`config.mk`:
```
export PLATFORM = sky130hd
export DESIGN_NAME = ex_wb_dest_pipe
export DESIGN_NICKNAME = d
export VERILOG_FILES = /design/src/rtl/ex_wb_dest_pipe.sv
export SDC_FILE = /design/constraint.sdc
export NUM_CORES = 1
export LEC_CHECK = 0
export CAP_MARGIN = 30
export CORE_MARGIN = 5
export CORE_UTILIZATION = 33
export CTS_CLUSTER_DIAMETER = 60
export DETAILED_ROUTE_END_ITERATION = 16
export HOLD_SLACK_MARGIN = 0.02
export PLACE_DENSITY = 0.8
export REMOVE_ABC_BUFFERS = 1
export SYNTH_ARGS = -nofsm -noshare
export SYNTH_HDL_FRONTEND = slang
export SYNTH_SLANG_ARGS = --single-unit
```
`constraint.sdc`:
```
create_clock -name clk -period 3.75 [get_ports clk]
set_clock_uncertainty 0.2 [all_clocks]
set_input_delay 0.9375 -clock clk [delete_from_list [all_inputs] [get_ports clk]]
set_output_delay 0.9375 -clock clk [all_outputs]
set_load 0.1 [all_outputs]
```
`src/rtl/ex_wb_dest_pipe.sv`:
```
// ex_wb_dest_pipe
//   Carries the EX-stage destination register number and write/load control
//   through the MEM and WB pipeline slots. It also produces operand-forwarding
//   selects for the EX-stage sources and the load-use hazard indication for
//   the ID stage.
//
// Ports
//   clk            rising-edge system clock
//   reset          synchronous, active-high; clears both slots; overrides stall/flush
//   dest_ex        EX destination register (rt/rd select result)
//   regwrite_ex    EX instruction writes the register file
//   memread_ex     EX instruction is a load
//   rs_ex, rt_ex   EX source registers (forwarding compare)
//   rs_id, rt_id   ID source registers (load-use compare)
//   stall          hold both slots this cycle; EX inputs are ignored
//   flush_ex       replace the EX instruction with a bubble entering MEM
//   dest_mem/_wb   registered destination numbers
//   regwrite_mem/_wb, memread_mem  registered per-slot control
//   forward_a/_b   00 regfile, 10 MEM slot, 01 WB slot
//   load_use_stall ID instruction depends on a load currently in EX
module ex_wb_dest_pipe (
  input  logic       clk,
  input  logic       reset,
  input  logic [4:0] dest_ex,
  input  logic       regwrite_ex,
  input  logic       memread_ex,
  input  logic [4:0] rs_ex,
  input  logic [4:0] rt_ex,
  input  logic [4:0] rs_id,
  input  logic [4:0] rt_id,
  input  logic       stall,
  input  logic       flush_ex,
  output logic [4:0] dest_mem,
  output logic [4:0] dest_wb,
  output logic       regwrite_mem,
  output logic       regwrite_wb,
  output logic       memread_mem,
  output logic [1:0] forward_a,
  output logic [1:0] forward_b,
  output logic       load_use_stall
);

  // Only the WB fields that are visible on the ports are stored; memread is
  // not needed beyond the MEM slot.
  always_ff @(posedge clk) begin
    if (reset) begin
      dest_mem     <= '0;
      regwrite_mem <= 1'b0;
      memread_mem  <= 1'b0;
      dest_wb      <= '0;
      regwrite_wb  <= 1'b0;
    end else if (!stall) begin
      dest_wb     <= dest_mem;
      regwrite_wb <= regwrite_mem;
      if (flush_ex) begin
        dest_mem     <= '0;
        regwrite_mem <= 1'b0;
        memread_mem  <= 1'b0;
      end else begin
        dest_mem     <= dest_ex;
        regwrite_mem <= regwrite_ex;
        memread_mem  <= memread_ex;
      end
    end
  end

  // Register 0 is hard-wired, so a slot targeting it never forwards.
  logic mem_writes;
  logic wb_writes;

  always_comb begin
    mem_writes = regwrite_mem && (dest_mem != '0);
    wb_writes  = regwrite_wb  && (dest_wb  != '0);

    forward_a = 2'b00;
    if (mem_writes && (dest_mem == rs_ex))     forward_a = 2'b10;
    else if (wb_writes && (dest_wb == rs_ex))  forward_a = 2'b01;

    forward_b = 2'b00;
    if (mem_writes && (dest_mem == rt_ex))     forward_b = 2'b10;
    else if (wb_writes && (dest_wb == rt_ex))  forward_b = 2'b01;

    load_use_stall = memread_ex && !flush_ex && (dest_ex != '0) &&
                     ((dest_ex == rs_id) || (dest_ex == rt_id));
  end

endmodule

```
==> results.toml, run 1 <==
[status]
status = "finished clean"

[clock_tree]
cts_buffers = 3
cts.clk_slew.worst_paths_ps = 80
clk_path_buf_depth = 2
ctsHoldBuffers = 0
cts_root_buf = "clkbuf_4"
cts_sinks = 13
htreeDepth = 1
clk_latency_ps = 270
cts_tree = "built"

[critical_path]
crit-reg2reg-launch = "dest_mem[3]"
max_stage_delay_ps = 520
critPathBufInv = 2
critPathRequiredTime_ps = 2610
slowest_stage = "or4_1"
r2r_cells = 2
cp-start-kind = "primary input"
critical_path_class = "in -> out"
crit_fanout = 2
cp.arrival_ps = 2570
rr_endpoint = "dest_mem[3]"
path_cells = "clkdlybuf4s50_1 > xor2_1 > or4_1 > nor4_2 > buf_12"
path_delay_family = "simple AND/OR/NAND/NOR gates"
worstSetupEndpointType = "primary output"
r2r_setup_slack_ps = 2760

[cells_and_area]
fin_cells = 177
fin_nets = 179
drive_gt1_share_pct = 19.05
diodes = 0
post-route-cell-area_um2 = 1434
n_fill_cell = 227
syn2layout_area_growth_pct = 70.79

[power]
static-leakage-power_nw = 0.6013
vdd_drop_max_uv = 157.9
powerDensity_nw_per_um2 = 249.7

[yosys]
ys_ff_latch = 13
yosys.area_share.simple_pct = 20.42
muxShareOfSynthArea_pct = 8.346
synth-compound-area-share_pct = 7.452
synth_top_family_by_area = "XOR/XNOR gates"
synth_xor_area_share_pct = 31.30
synthMostInstantiatedCell = "xor2_1"
yosys-top-cells-area = "dfxtp_1, xor2_1, xnor2_1"
ys_types = 18
synthArstFlopShare_pct = 0
synth_adder_area_share_pct = 0
ys_seq_area_share_pct = 31.00
synth_common_cells = "xor2_1, nor2_1, dfxtp_1"
ys.flop_type = "dfxtp_1"
syn_inst = 94
avgSynthCellArea_um2 = 8.931
yosys_warnings = 0
synth-edff-count = 0
synth_top_area_share_pct = 31.00
netlist_area_um2 = 839.6
yosys.area.top_type = "dfxtp_1"

[timing]
slew_viol_final = 0
whs_ps = 317.3
period_share_pct = 98.95
worstMarginPinSlew_ps = 460.2
tns_ps = 0
slew_headroom_pct = 69.03
rsz0062_at_grt = "true"
fin_crit_ps = 3710
setup_viol = 0
hold_viol = 0
timing.fmax_ghz = 0.2695

[place]
dpl_cell_area_um2 = 1393
finalWeightedCongestion = 0.8433
portBuffers = 48
dp_hpwl_um = 2199
dp.cells = 173

[routing]
vias_per_cell = 5.136
routed_wl_um = 2670
wire_per_inst_um = 15.08
drtIter0Drc = 8
antenna_left = 0
drcViolationCount = 0
vias = 909
dr.pass1.iters = 4

[run]
drv_cap = 0

[hold_path]
min_from = "memread_mem"
whs_endpoint = "memread_mem"
min_path_type = "reg -> reg"
holdPathStages = 2

[grt]
grt_pass1_vias = 1000
grt-ovfl-total = 0
grt_max_degree = 14
grt.total_usage_pct = 15.12
grt_pass1_wl_um = 4084
antenna_found_initial = 0

[floorplan]
core_region_area_um2 = 2455
pin_count = 49
num_rows = 18
dieArea_um2 = 3653
die_w_um = 60.44
initial_utilization_pct = 34.20
die_h_um = 60.44
## worst max-delay path by stage
stage | start | to | slack [ps] | cells after the start
6_report | rs_ex[3] | forward_a[0] | 40 | 5
5_1_grt | rs_ex[3] | forward_a[0] | -50 | 5
4_1_cts | rs_ex[3] | forward_a[0] | 20 | 5
3_5_place_dp | rs_ex[3] | forward_a[0] | 20 | 5
3_3_place_gp | rt_ex[3] | forward_b[0] | 90 | 5
2_1_floorplan | dest_mem[0] | forward_a[0] | -2990 | 4
## metal layers
metal | share of wire (%) | track usage (%) | vias to the layer above | wire length [um]
met5 | 0 | 0 | - | 0
met4 | 3.6 | 9.598 | 0 | 97
met3 | 10 | 5.106 | 11 | 268
met2 | 47 | 26.85 | 53 | 1253
met1 | 39 | 15.04 | 412 | 1051
li1 | - | - | 433 | -
## per-stage QoR
stage	util, %	worst slack, ps	power (mW)
finish	58.41	39.51	0.3581
global route	58.41	-49.21	0.3765
CTS	57.80	18.82	0.3593
detailed placement	56.73	23.58	0.2738
global placement	56.73	90.61	0.2702
floorplan	-	-2986	0.2138
## what timing repair did
action	in CTS	in global routing
endpoints found under the setup margin	0	2
resized for setup	0	2
setup buffers	0	0
## layout make-up
cell class | instances | area, um2 | share of cell area, %
Clock buffer | 4 | 26.28 | 1.832
Tap cell | 30 | 37.54 | 2.618
Multi-Input combinational cell | 78 | 581.8 | 40.58
Sequential cell | 13 | 260.3 | 18.15
Timing Repair Buffer | 52 | 528.0 | 36.82
## tightest hold or removal path: stages (launching register included)
cell     delay (ps)
dfxtp_1         330
mux2i_1          70
nor2_1           80
## flip-flops by register name, indices dropped and copies added, names as in the netlist
name / count
regwrite_wb: 1
dest_wb: 5
regwrite_mem: 1
memread_mem: 1
dest_mem: 5
## report_power, final
group          switching, mW  total (mW)  internal (mW)
Clock                 0.0457      0.0869         0.0412
Sequential           0.00709       0.149          0.142
Combinational         0.0662       0.122         0.0558
## cell usage in the layout (no fill, tap or decap), drive strengths merged
master         instances
xnor2                 10
nand3                  4
or4                    5
clkbuf                 4
mux2i                  7
nor2b                  1
nor3                   2
nor2                  14
a21oi                  2
buf                   22
dfxtp                 13
xor2                  20
nor3b                  1
a22oi                  5
o21ai                  3
nor4                   4
clkdlybuf4s50         30
## cell families (layout without fill, tap and decap cells)
family | Yosys count | in the layout
muxes | 7 | 7
DFF | 13 | 13
buffers and inverters | 3 | 56
xor gates and xnor gates | 30 | 30
and+or+nand+nor | 31 | 31
AOI/OAI and AO/OA | 10 | 10
(Power assumes the default switching activity.)
==> run 2: changes to the inputs <==
--- a/config.mk
+++ b/config.mk
@@ -8,6 +8,7 @@
 export CAP_MARGIN = 30
 export CORE_MARGIN = 5
 export CORE_UTILIZATION = 33
+export CTS_BUF_LIST = sky130_fd_sc_hd__clkbuf_4 sky130_fd_sc_hd__clkbuf_8
 export CTS_CLUSTER_DIAMETER = 60
 export DETAILED_ROUTE_END_ITERATION = 16
 export HOLD_SLACK_MARGIN = 0.02
==> run 2 against run 1 <==
  * Die area unchanged
  * Largest power group unchanged
  * Sequential cell count stayed put
  * Routed wire length decreased by 1.2%
  * Hold slack got worse by 0.59 ps
  * Highest routed layer unchanged
  * Register-to-register slack hardly changed
  * Power increased by 1.3%
  * First-iteration DRC count is 25% lower
  * Largest cell class unchanged
  * Sequential share of layout area is essentially flat
  * Critical endpoint unchanged
==> results.toml, run 2 (same netlist as run 1, synthesis figures left out) <==
[status]
status = "finished clean"

[floorplan]
dieArea_um2 = 3653
die_w_um = 60.44
core_region_area_um2 = 2455
initial_utilization_pct = 34.20
die_h_um = 60.44
num_rows = 18
pin_count = 49

[clock_tree]
htreeDepth = 1
cts.clk_slew.worst_paths_ps = 70
cts_buffers = 3
cts_tree = "built"
clk_path_buf_depth = 2
cts_sinks = 13
cts_root_buf = "clkbuf_4"
clk_latency_ps = 270
ctsHoldBuffers = 0

[timing]
timing.fmax_ghz = 0.2693
tns_ps = 0
whs_ps = 316.7
worstMarginPinSlew_ps = 459.9
hold_viol = 0
period_share_pct = 99.01
slew_headroom_pct = 69.06
rsz0062_at_grt = "true"
slew_viol_final = 0
setup_viol = 0
fin_crit_ps = 3713

[cells_and_area]
n_fill_cell = 227
layout_commonest_cell = "clkdlybuf4s50_1"
layout.area.seq_um2 = 260.3
reg_top3 = "dest_mem: 5 flops, dest_wb: 5 flops"
multi_input_area_um2 = 581.8
fin_nets = 179
syn2layout_area_growth_pct = 71.24
final_cell_mix = "clkdlybuf4s50_1, xor2_1, buf_4, nor2_1, dfxtp_1"
diodes = 0
drive_gt1_share_pct = 19.73

[routing]
antenna_left = 0
wire_per_inst_um = 14.90
vias = 895
vias_per_cell = 5.056
drcViolationCount = 0
routed_wl_um = 2637
dr.pass1.iters = 4
drtIter0Drc = 6

[power]
static-leakage-power_nw = 0.6047
powerDensity_nw_per_um2 = 252.4
vdd_drop_max_uv = 156.7

[grt]
grt_pass1_wl_um = 4050
grt_pass1_vias = 986
grt-ovfl-total = 0
grt.total_usage_pct = 14.94
grt_max_degree = 14
antenna_found_initial = 0

[place]
portBuffers = 48
finalWeightedCongestion = 0.8433
dp_hpwl_um = 2199

[hold_path]
min_path_type = "reg -> reg"

[critical_path]
crit_fanout = 2
cp.arrival_ps = 2580
worstSetupEndpointType = "primary output"
critical_path_class = "in -> out"
critPathRequiredTime_ps = 2610
cp-start-kind = "primary input"

[run]
drv_cap = 0
[run 2: cell counts in the layout (fill, tap and decap cells not counted)]
No cell type changed its count.
[run 2: layout make-up]
| type | count | area share, % |
|---|---|---|
| multi-input combinational | 78 | 40.47 |
| timing repair buffer | 52 | 36.73 |
| sequential | 13 | 18.10 |
| tap | 30 | 2.611 |
| clock buffer | 4 | 2.089 |
[run 2: critical path, cell delays in order]
cell and delay, ps:
clkdlybuf4s50_1 450, xor2_1 160, or4_1 520, nor4_2 270
buf_12 220
[run 2: per-layer routing]
layer / GRT usage [%] / vias to the layer above / part of all wire [%]
met2: 27.01 / 53 / 47
met3: 5.106 / 10 / 10
li1: - / 435 / -
met1: 14.78 / 397 / 39
met4: 8.669 / 0 / 3.3
met5: 0 / - / 0
[run 2: where the power goes]
part / total [mW] / internal (mW) / switching, mW
logic: 0.122 / 0.0558 / 0.0662
registers: 0.149 / 0.142 / 0.00693
clock network: 0.0919 / 0.0485 / 0.0434
total: 0.363 / 0.246 / 0.117
[run 2: final timing paths]
kind | from | slack [ps] | endpoint | depth (start not counted)
setup reg to reg | dest_mem[3] | 2760 | dest_mem[3] | 2
setup / recovery | rs_ex[3] | 40 | forward_a[0] | 5
hold / removal | memread_mem | 320 | memread_mem | 2
hold reg to reg | memread_mem | 320 | memread_mem | 2
[run 2: stage by stage]
| stage | cells | instance area [um2] | utilization [%] | total power, mW | setup slack, ps |
|---|---|---|---|---|---|
| CTS | 177 | 1423 | 57.95 | 0.3652 | 18.82 |
| global placement | 173 | 1393 | 56.73 | 0.2702 | 90.61 |
| floorplan | 91 | 827.0 | - | 0.2138 | -2986 |
| detailed placement | 173 | 1393 | 56.73 | 0.2738 | 23.58 |
| global route | 177 | 1438 | 58.56 | 0.3828 | -49.21 |
| finish | 177 | 1438 | 58.56 | 0.3629 | 37.26 |
[run 2: repair_timing]
item	4_1_cts	5_1_grt
setup buffers	0	0
gates resized for setup	0	2
hold endpoints to repair	0	0
setup endpoints to repair	0	2
==> run 3: changes to the inputs <==
--- a/config.mk
+++ b/config.mk
@@ -12,6 +12,7 @@
 export CTS_CLUSTER_DIAMETER = 60
 export DETAILED_ROUTE_END_ITERATION = 16
 export HOLD_SLACK_MARGIN = 0.02
+export MAX_ROUTING_LAYER = met4
 export PLACE_DENSITY = 0.8
 export REMOVE_ABC_BUFFERS = 1
 export SYNTH_ARGS = -nofsm -noshare
==> run 3 against run 2 <==
  * Sequential power hardly changed
  * Via count is 0.11% higher
  * First-iteration DRC count stayed put
  * Clock-buffer cell count stayed put
  * Critical endpoint unchanged
  * Largest power group unchanged
==> results.toml, run 3 (same netlist as run 1, synthesis figures left out) <==
[floorplan]
core_region_area_um2 = 2455
die_h_um = 60.44
die_w_um = 60.44
initial_utilization_pct = 34.20
pin_count = 49
num_rows = 18
dieArea_um2 = 3653

[routing]
routed_wl_um = 2638
drcViolationCount = 0
wire_per_inst_um = 14.90
vias_per_cell = 5.062
vias = 896
drtIter0Drc = 6
antenna_left = 0
dr.pass1.iters = 4

[critical_path]
cp.arrival_ps = 2580
rr_endpoint = "dest_mem[3]"
critPathRequiredTime_ps = 2610
r2r_setup_slack_ps = 2760
crit-reg2reg-launch = "dest_mem[3]"
worstSetupEndpointType = "primary output"
crit_fanout = 2
critical_path_class = "in -> out"
cp-start-kind = "primary input"
r2r_cells = 2

[place]
finalWeightedCongestion = 0.8565
dp_hpwl_um = 2199
dpl_cell_area_um2 = 1393
portBuffers = 48

[clock_tree]
htreeDepth = 1
cts.clk_slew.worst_paths_ps = 70
clk_latency_ps = 270
cts_buffers = 3
ctsHoldBuffers = 0
clk_path_buf_depth = 2
post-cts-setup-buffer-count = 0
cts_tree = "built"
cts_resized = 0
cts_sinks = 13
cts_root_buf = "clkbuf_4"

[power]
intPower_mw = 0.2463
switching_share_pct = 32.15
static-leakage-power_nw = 0.6047
p_comb_share_pct = 33.6
switchingPower_mw = 0.1167
power_frac_clock_pct = 25.4
powerDensity_nw_per_um2 = 252.5
vdd_drop_max_uv = 156.7
power.sequential.fraction_pct = 41.0

[timing]
hold_viol = 0
rsz0062_at_grt = "true"
slew_viol_final = 0
slew_headroom_pct = 69.06
tns_ps = 0
fin_crit_ps = 3713
timing.fmax_ghz = 0.2693
period_share_pct = 99.01
setup_viol = 0
worstMarginPinSlew_ps = 459.9

[hold_path]
min_path_type = "reg -> reg"
whs_endpoint = "memread_mem"
min_from = "memread_mem"
holdPathStages = 2

[cells_and_area]
reg_top3 = "dest_mem: 5 flops, dest_wb: 5 flops"
drive_gt1_share_pct = 19.73
layout_commonest_cell = "clkdlybuf4s50_1"
syn2layout_area_growth_pct = 71.24
post-route-cell-area_um2 = 1438
final_cell_mix = "clkdlybuf4s50_1, xor2_1, buf_4, nor2_1, dfxtp_1"
fin_nets = 179
diodes = 0

[status]
status = "finished clean"

[grt]
grt.total_usage_pct = 15.41
grt_pass1_vias = 986
grt-ovfl-total = 0
grt_pass1_wl_um = 4057
antenna_found_initial = 0
grt_max_degree = 14

[run]
drv_cap = 0
[run 3: cell counts in the layout (fill, tap and decap cells not counted)]
No cell type changed its count.
[run 3: metal layers]
| metal | wire [um] | share of wire [%] | GRT usage, % |
|---|---|---|---|
| met2 | 1236 | 47 | 27.01 |
| met4 | 87 | 3.3 | 8.669 |
| met3 | 229 | 8.7 | 3.617 |
| met5 | 0 | 0 | - |
| met1 | 1086 | 41 | 15.68 |
[run 3: worst max-delay path: stages]
cell and delay [ps]:
clkdlybuf4s50_1 450, xor2_1 160, or4_1 520, nor4_2 270, buf_12 220
[run 3: power by group through the flow]
| stage | registers, mW | logic (mW) | clock network [mW] |
|---|---|---|---|
| 2_1_floorplan | 0.180 | 0.0335 | 0 |
| 3_3_place_gp | 0.152 | 0.118 | 0 |
| 3_5_place_dp | 0.152 | 0.121 | 0 |
| 4_1_cts | 0.149 | 0.122 | 0.0943 |
| 5_1_grt | 0.150 | 0.129 | 0.104 |
| 6_report | 0.149 | 0.122 | 0.0920 |
[run 3: layout make-up]
type                            count  area [um2]
Sequential cell                    13       260.3
Fill cell                         227        1017
Tap cell                           30       37.54
Timing Repair Buffer               52       528.0
Multi-Input combinational cell     78       581.8
Clock buffer                        4       30.03
[run 3: stage by stage]
stage | instances | power, mW | setup WS [ps] | hold slack (ps) | utilization (%)
floorplan | 91 | 0.2138 | -2986 | 784.1 | -
global placement | 173 | 0.2702 | 90.61 | 291.5 | 56.73
detailed placement | 173 | 0.2738 | 23.58 | 299.4 | 56.73
CTS | 177 | 0.3652 | 18.82 | 320.7 | 57.95
global route | 177 | 0.3828 | -49.21 | 365.7 | 58.56
finish | 177 | 0.3630 | 37.26 | 315.9 | 58.56
[run 3: worst max-delay path by stage]
stage	from	endpoint	cells past startpoint
floorplan	dest_mem[0]	forward_a[0]	4
global placement	rt_ex[3]	forward_b[0]	5
detailed placement	rs_ex[3]	forward_a[0]	5
CTS	rs_ex[3]	forward_a[0]	5
global route	rs_ex[3]	forward_a[0]	5
finish	rs_ex[3]	forward_a[0]	5
